File: src/rtl/seg_scan_driver.sv
// seg_scan_driver
// Time-multiplexes the six alarm-clock digit patterns onto one shared
// active-low segment bus with six active-low digit enables. Each digit slot
// starts with a short all-off window to stop ghosting between digits, and the
// hh.mm.ss separator dots are lit on the minute-units and hour-units digits.
//
// Optional feature, enabled by defining the macro SEG_SCAN_BLINK_EN:
// digits selected by blink_mask are blanked on alternate groups of BLINK_DIV
// scan frames (time-set mode). Without the macro no blink state is built and
// blink_mask is ignored.
//
// Timing: every output is registered and reflects the scan state of the
// previous cycle. The counters hold still on the first edge after reset
// release, so cycle 0 is the first cycle in which scanning is running.

module seg_scan_driver #(
    parameter int SCAN_DIV  = 1000,
    parameter int BLANK_CYC = 4,
    parameter int BLINK_DIV = 128
) (
    input  logic       clk,
    input  logic       resetn,
    input  logic [6:0] secUSeg,
    input  logic [6:0] secTSeg,
    input  logic [6:0] minUSeg,
    input  logic [6:0] minTSeg,
    input  logic [6:0] hrUSeg,
    input  logic [6:0] hrTSeg,
    input  logic [5:0] blink_mask,
    output logic [5:0] an_n,
    output logic [6:0] seg_n,
    output logic       dp_n,
    output logic       frame_tick
);

    localparam int            CW        = (SCAN_DIV > 1) ? $clog2(SCAN_DIV) : 1;
    localparam logic [CW-1:0] CNT_LAST  = CW'(SCAN_DIV - 1);
    localparam logic [CW-1:0] BLANK_END = CW'(BLANK_CYC);

    logic [CW-1:0] cnt;
    logic [2:0]    slot;
    logic [6:0]    segLat;
    logic          running;
    logic          started;
    logic          cntWrap;
    logic [2:0]    nextSlot;
    logic [6:0]    nextPat;
    logic          blinkHide;
    logic          showDigit;

    // Prescaler wrap detection and selection of the pattern for the next slot
    always_comb begin
        cntWrap  = (cnt == CNT_LAST);
        nextSlot = (slot == 3'd5) ? 3'd0 : slot + 3'd1;
        nextPat  = secUSeg;
        case (nextSlot)
            3'd0:    nextPat = secUSeg;
            3'd1:    nextPat = secTSeg;
            3'd2:    nextPat = minUSeg;
            3'd3:    nextPat = minTSeg;
            3'd4:    nextPat = hrUSeg;
            3'd5:    nextPat = hrTSeg;
            default: nextPat = secUSeg;
        endcase
    end

    // Scan state: prescaler, slot index and the pattern latched for the slot
    always_ff @(posedge clk) begin
        if (!resetn) begin
            cnt     <= '0;
            slot    <= 3'd0;
            segLat  <= secUSeg;
            running <= 1'b0;
            started <= 1'b0;
        end else begin
            running <= 1'b1;
            started <= running;
            if (running) begin
                if (cntWrap) begin
                    cnt    <= '0;
                    slot   <= nextSlot;
                    segLat <= nextPat;
                end else begin
                    cnt <= cnt + 1'b1;
                end
            end
        end
    end

`ifdef SEG_SCAN_BLINK_EN
    localparam int            BW         = (BLINK_DIV > 1) ? $clog2(BLINK_DIV) : 1;
    localparam logic [BW-1:0] BLINK_LAST = BW'(BLINK_DIV - 1);

    logic [BW-1:0] blinkCnt;
    logic          blinkPhase;
    logic          maskLat;

    // Frame counter toggling the blink phase, and the mask bit of the current slot
    always_ff @(posedge clk) begin
        if (!resetn) begin
            blinkCnt   <= '0;
            blinkPhase <= 1'b0;
            maskLat    <= blink_mask[0];
        end else if (running && cntWrap) begin
            maskLat <= blink_mask[nextSlot];
            if (slot == 3'd5) begin
                if (blinkCnt == BLINK_LAST) begin
                    blinkCnt   <= '0;
                    blinkPhase <= ~blinkPhase;
                end else begin
                    blinkCnt <= blinkCnt + 1'b1;
                end
            end
        end
    end

    assign blinkHide = blinkPhase & maskLat;
`else
    logic unusedBlinkMask;

    assign unusedBlinkMask = ^blink_mask;
    assign blinkHide       = 1'b0;
`endif

    // A digit is driven only past the anti-ghost window and when not blinked off
    always_comb begin
        showDigit = running && (cnt >= BLANK_END) && !blinkHide;
    end

    // Registered outputs so nothing combinational reaches the display pins
    always_ff @(posedge clk) begin
        if (!resetn) begin
            an_n       <= 6'h3F;
            seg_n      <= 7'h7F;
            dp_n       <= 1'b1;
            frame_tick <= 1'b0;
        end else begin
            frame_tick <= started && (cnt == '0) && (slot == 3'd0);
            if (showDigit) begin
                an_n  <= ~(6'b000001 << slot);
                seg_n <= ~segLat;
                dp_n  <= !((slot == 3'd2) || (slot == 3'd4));
            end else begin
                an_n  <= 6'h3F;
                seg_n <= 7'h7F;
                dp_n  <= 1'b1;
            end
        end
    end

endmodule

File: config.mk
export PLATFORM = sky130hd
export DESIGN_NAME = seg_scan_driver
export DESIGN_NICKNAME = d
export VERILOG_FILES = /design/src/rtl/seg_scan_driver.sv
export SDC_FILE = /design/constraint.sdc
export NUM_CORES = 1
export LEC_CHECK = 0
export ABC_AREA = 1
export CORE_MARGIN = 3
export CORE_UTILIZATION = 45
export DETAILED_ROUTE_END_ITERATION = 8
export GPL_TIMING_DRIVEN = 1
export MAX_ROUTING_LAYER = met4
export PLACE_DENSITY = 0.8
export SLEW_MARGIN = 40
export SYNTH_ARGS = -nofsm -noshare
export SYNTH_HDL_FRONTEND = slang
export SYNTH_SLANG_ARGS = --single-unit
export TNS_END_PERCENT = 1
File: constraint.sdc
create_clock -name clk -period 2.3 [get_ports clk]
set_input_delay 0.345 -clock clk [delete_from_list [all_inputs] [get_ports clk]]
set_output_delay 0.345 -clock clk [all_outputs]
set_load 0.02 [all_outputs]
---- Yosys cells after proc, flatten, opt, wreduce, memory -nomap -nowiden ----
Cells that the tools add are included.
storage, ports and cells
  logic and storage cells ................. 43
  flip-flop bits (word level) ............. 37
  input bits .............................. 50
  output and inout port bits .............. 15
cells by class
  equality and inequality tests ........... 11
  reductions and logical operators ........ 10
  shift operators ......................... 1
  muxes and demuxes ....................... 7
  add/subtract/negate cells ............... 2
  bitwise logic cells ..................... 2
  magnitude comparators ................... 1
operators by type and width
  cell                   number
  $pmux 7 s5             1
  $mux 7                 3
  $eq 3x3->1 const B     4
  $add 10x1->10 const B  1
  $eq 10x10->1 const B   1
  $ge 10x3->1 const B    1
  $logic_not 10->1       1
  $mux 10                1
  $eq 3x2->1 const B     3
  $not 7->7              1
  $not 6->6              1
  $reduce_and 2->1       3
  $shl 1x3->6 const A    1
  $ne 2x1->1 const B     2
  $add 3x1->3 const B    1
  $eq 3x1->1 const B     1
  $logic_and 1x1->1      3
  $logic_not 3->1        1
  $mux 3                 1
  $logic_not 1->1        1
  $logic_or 1x1->1       1
  $mux 1                 1

---- Logic depth before layout (Yosys ltp) ----
  depth after elaboration ................. 7
  mapped depth ............................ 13
  depth with buffers taken out ............ 10

---- Worst setup path after synthesis ----
OpenSTA, ideal clock, no wires.
  path type ............................... reg2reg
  start ................................... reg slot[1]
  end ..................................... reg segLat[4], data pin
  setup slack ............................. 483 ps
  required time ........................... 2045 ps
  data arrival time ....................... 1562 ps
  stages on the path, launching flop included .. 14
  path buffers ............................ 3
  clock period less this slack ............ 1817 ps
  setup time .............................. 255 ps
  cell sequence ........................... dfxtp_1 buf_6 nand2_1 clkinv_1 ha_1 buf_4 inv_2 buf_4 nand4_1 nand2_1 nor2_1 nand2_1 nor2_1 nor2_1
between the ends
  longest elaborated chain between the ends .. 7
  elaborated cells between the ends (all ways) .. 12
  classes of those cells .................. 1 x add/sub; 6 x eq/ne; 5 x mux
RTL lines
  item                                              RTL line  text
  from (decl)                                       41        logic [2:0] slot;
  from (signal assigned)                            81        slot <= nextSlot;
  $add 3x1->3 / $eq 3x3->1 (equally long branches)  54        nextSlot = (slot == 3'd5) ? 3'd0 : slot + 3'd1;
  $mux 3 *                                          54
  $eq 3x3->1, or another cell as far along          56        case (nextSlot)
  $pmux 7 s5 *                                      56
  $mux 7 *                                          79        if (cntWrap) begin
  $mux 7 *                                          78        if (running) begin
  $mux 7 *                                          69        if (!resetn) begin
  to (signal assigned)                              72        segLat <= secUSeg;
  to (signal assigned)                              82        segLat <= nextPat;
  to (decl)                                         42        logic [6:0] segLat;
Every way passes the cells marked *; elsewhere a longest branch is shown, timed or not. The select of a mux whose other input is x is not followed.
A chain may end at the register's enable or synchronous reset.

---- Worst setup path in the final report ----
  start ................................... reg slot[2]
  end ..................................... reg segLat[1], data pin
The elaborated chain is that of the path after synthesis.

==> impl_metrics.csv <==
group,metric,value,unit
final_layout,drive_gt1_share,8.414,%
logic_synthesis,synth-xor-area-share,2.349,%
logic_synthesis,synth_area_leaders,"dfxtp_1 32%, edfxtp_1 11%, nand2_1 10%",
logic_synthesis,synth_seq_cells,37,
job,max_cap_violations,0,
floorplan,initial_core_util,48.72,%
global_route,grt_pass1_vias,1712,
final_layout,final_area,2584,um^2
sta,worst_slew_pin_slew,0.5896,ns
sta,setup_tns,0,ns
sta,slew_headroom,60.65,%
detailed_routing,dr_total_vias,1834,
power,peakVddDrop,0.2531,mV
sta,rsz0062_at_grt,"no",
sta,finalCriticalPeriod,2.025,ns
run_status,status,"completed",
power,p_per_area,559.6,nW/um^2
clocking,htree_levels,2,
floorplan,fp.dieW,70.37,um
hold_path,hp-start,"segLat[4]",
setup_path,r2r_end,"segLat[1]",
final_layout,layout_commonest_cell,"clkdlybuf4s50_1",
final_layout,layout.nets,361,
global_route,antenna_found_initial,0,
hold_path,min_path_cells,1,
power,pwr-share-clk,42.6,%
setup_path,critical-path-slowest-cell,"dfxtp_1",
setup_path,ff2ff_path_depth,8,
placement,place.gp.congestion,0.8464,
detailed_routing,drc,0,
detailed_routing,vias_per_cell,5.137,
sta,setup_viol,0,
setup_path,crit_chain,"inv_1, ha_1, inv_2, nand2_1, nand3_4, nand2_4, nor2_1, nor2_1",
logic_synthesis,yosys.area_share.simple,40.47,%
floorplan,rows,22,
clocking,insertion_delay,0.29,ns
clocking,cts_tree,"built",
hold_path,holdPathEnd,"seg_n[4]",
global_route,grt_max_degree,21,
power,p_comb_share,9.9,%
sta,final_hold_viol_count,0,
setup_path,cp.arrival,2.07,ns
final_layout,area.growth.synth_to_final,38.59,%
global_route,track_usage,19.68,%
final_layout,antenna_cells,0,
floorplan,die_h,70.37,um
floorplan,core_area,3826,um^2
detailed_routing,routed_wirelength,4508,um
setup_path,critPathMaxStageDelay,0.42,ns
power,p_sw,293.4,uW
clocking,clk_pin_slew,0.07,ns
clocking,hold_buffers,0,
setup_path,crit_buf_inv,2,
power,intPower,1153,uW
setup_path,required,2.35,ns
clocking,cts_root_buffer,"clkbuf_8",
clocking,cts-resized-gates,0,
logic_synthesis,synth_compound_area_share,3.691,%
logic_synthesis,synth.area.mux_share,0,%
logic_synthesis,syn_area,1864,um^2
logic_synthesis,yosysTopAreaCell,"dfxtp_1",
setup_path,critPathKind,"reg2reg",
sta,post-route-period-util,88.04,%
setup_path,r2r_slack,0.28,ns
power,pwr-share-seq,47.5,%
final_layout,final_cell_mix,"58 x clkdlybuf4s50_1, 51 x nand2_1, 51 x nor2_1, 30 x dfxtp_1, 29 x nand3_1",
setup_path,path_common_cell,"nor2_1",
setup_path,reg2reg_from,"slot[2]",
logic_synthesis,synth_cell_types,29,
floorplan,dieArea,4951,um^2
global_route,grt_pass1_wl,7569,um
power,p_sw_share,20.29,%
power,p_leak,0.001063,uW
sta,fin_skew,0.002246,ns
logic_synthesis,synthAdderAreaFrac,2.013,%
detailed_routing,drtIter0Drc,123,
hold_path,hold_path_class,"reg2reg",
global_route,grt_remaining_overflow,0,
sta,max_freq,493.8,MHz
logic_synthesis,synth.net_count,303,
detailed_routing,postRouteAntennaNets,0,
clocking,cts_buffers,5,
logic_synthesis,ys_warn_count,0,
clocking,cts_setup_buffers,0,
sta,slew_viol_final,0,
setup_path,cp-end-kind,"flop",
clocking,clockBufferDepth,2,
logic_synthesis,synth_top_family_by_area,"simple AND/OR/NAND/NOR gates",
placement,io_buffers,58,
logic_synthesis,seq_area_frac_synth,43.49,%
placement,place_area,2455,um^2
logic_synthesis,syn-instance-count,250,
setup_path,path_delay_family,"simple AND/OR/NAND/NOR gates",
setup_path,crit_fanout,16,
placement,hpwl,3340,um
logic_synthesis,yosys.area.top_type_share,32.21,%
sta,whs,0.4433,ns
detailed_routing,wire_per_inst,12.63,um
detailed_routing,drt_first_pass_iters,4,
power,total_power,1446,uW
floorplan,pin_count,65,
logic_synthesis,synth_area_per_cell,7.457,um^2
setup_path,start_kind,"flop",
clocking,clock-sinks,37,
[flip-flops by register name (all words and copies together) (netlist names)]
register	count
cnt	10
running	1
frame_tick	1
seg_n	7
dp_n	1
started	1
segLat	7
slot	3
an_n	6
[layer usage]
layer / up-vias / part of all wire (%) / routed length, um / global-route usage, %
met5: - / 0 / 0 / -
met2: 90 / 47 / 2114 / 31.08
li1: 936 / - / - / -
met4: 0 / 1.6 / 74 / 7.021
met3: 8 / 8.4 / 380 / 4.173
met1: 800 / 43 / 1939 / 24.80
[synth_stat cells]
library cell,n
a21oi_1,9
xnor2_1,3
clkinv_2,1
nand2_1,51
dfxtp_1,30
nor3b_2,1
buf_6,3
nor2_2,2
buf_4,3
nand2_4,1
clkbuf_1,1
buf_2,4
nor3_1,3
o21ai_2,1
clkinv_1,1
ha_1,3
nand3_4,1
nand2_2,1
edfxtp_1,7
nand4_1,20
o21ai_0,3
nand3_1,29
inv_2,4
inv_1,12
and2_1,1
nor2_1,51
nor3_2,1
nand3_2,1
xor2_1,2
[power by group through the flow]
stage	Combinational (uW)	Clock (uW)	Sequential (uW)
floorplan	48.8	0	701
global placement	141	0	700
detailed placement	143	0	701
CTS	144	622	687
global route	157	647	689
finish	143	616	687
[through the flow]
| step | instances | util [%] | setup slack, ns |
|---|---|---|---|
| after floorplan | 250 | - | 0.4829 |
| after global placement | 349 | 64.16 | 0.3694 |
| after detailed placement | 349 | 64.16 | 0.3419 |
| after CTS | 357 | 67.53 | 0.3008 |
| after global routing | 357 | 67.53 | 0.1055 |
| final | 357 | 67.53 | 0.2750 |
[layout make-up]
class | instances | area [um^2]
well taps | 48 | 60.06
fillers | 332 | 1242
clock inverters | 2 | 35.03
inverters | 18 | 68.82
flip-flops and latches | 37 | 810.8
multi-input cells | 184 | 904.6
clock buffers | 6 | 93.84
repair buffers | 62 | 610.6
[kinds of logic after synthesis]
kind of cell,after synthesis
flops,37
simple gates,163
xor+xnor,5
fa+ha+maj,3
compound gates,13
buf+inv,29
[worst max-delay path by stage]
stage,startpoint,endpoint,cells past startpoint
3_3_place_gp,slot[2],segLat[2],8
4_1_cts,slot[2],segLat[0],8
5_1_grt,slot[2],segLat[5],8
3_5_place_dp,slot[2],segLat[0],8
6_report,slot[2],segLat[1],8
2_1_floorplan,slot[1],segLat[4],13
[worst reg2reg max path, delay by kind of cell, from the launching register on]
family,cells,cell delay (ns)
simple gates,5,0.59
fa+ha+maj,1,0.39
buf+inv,2,0.39
flops,1,0.42
No activity file was read; power rests on OpenSTA's default activity.
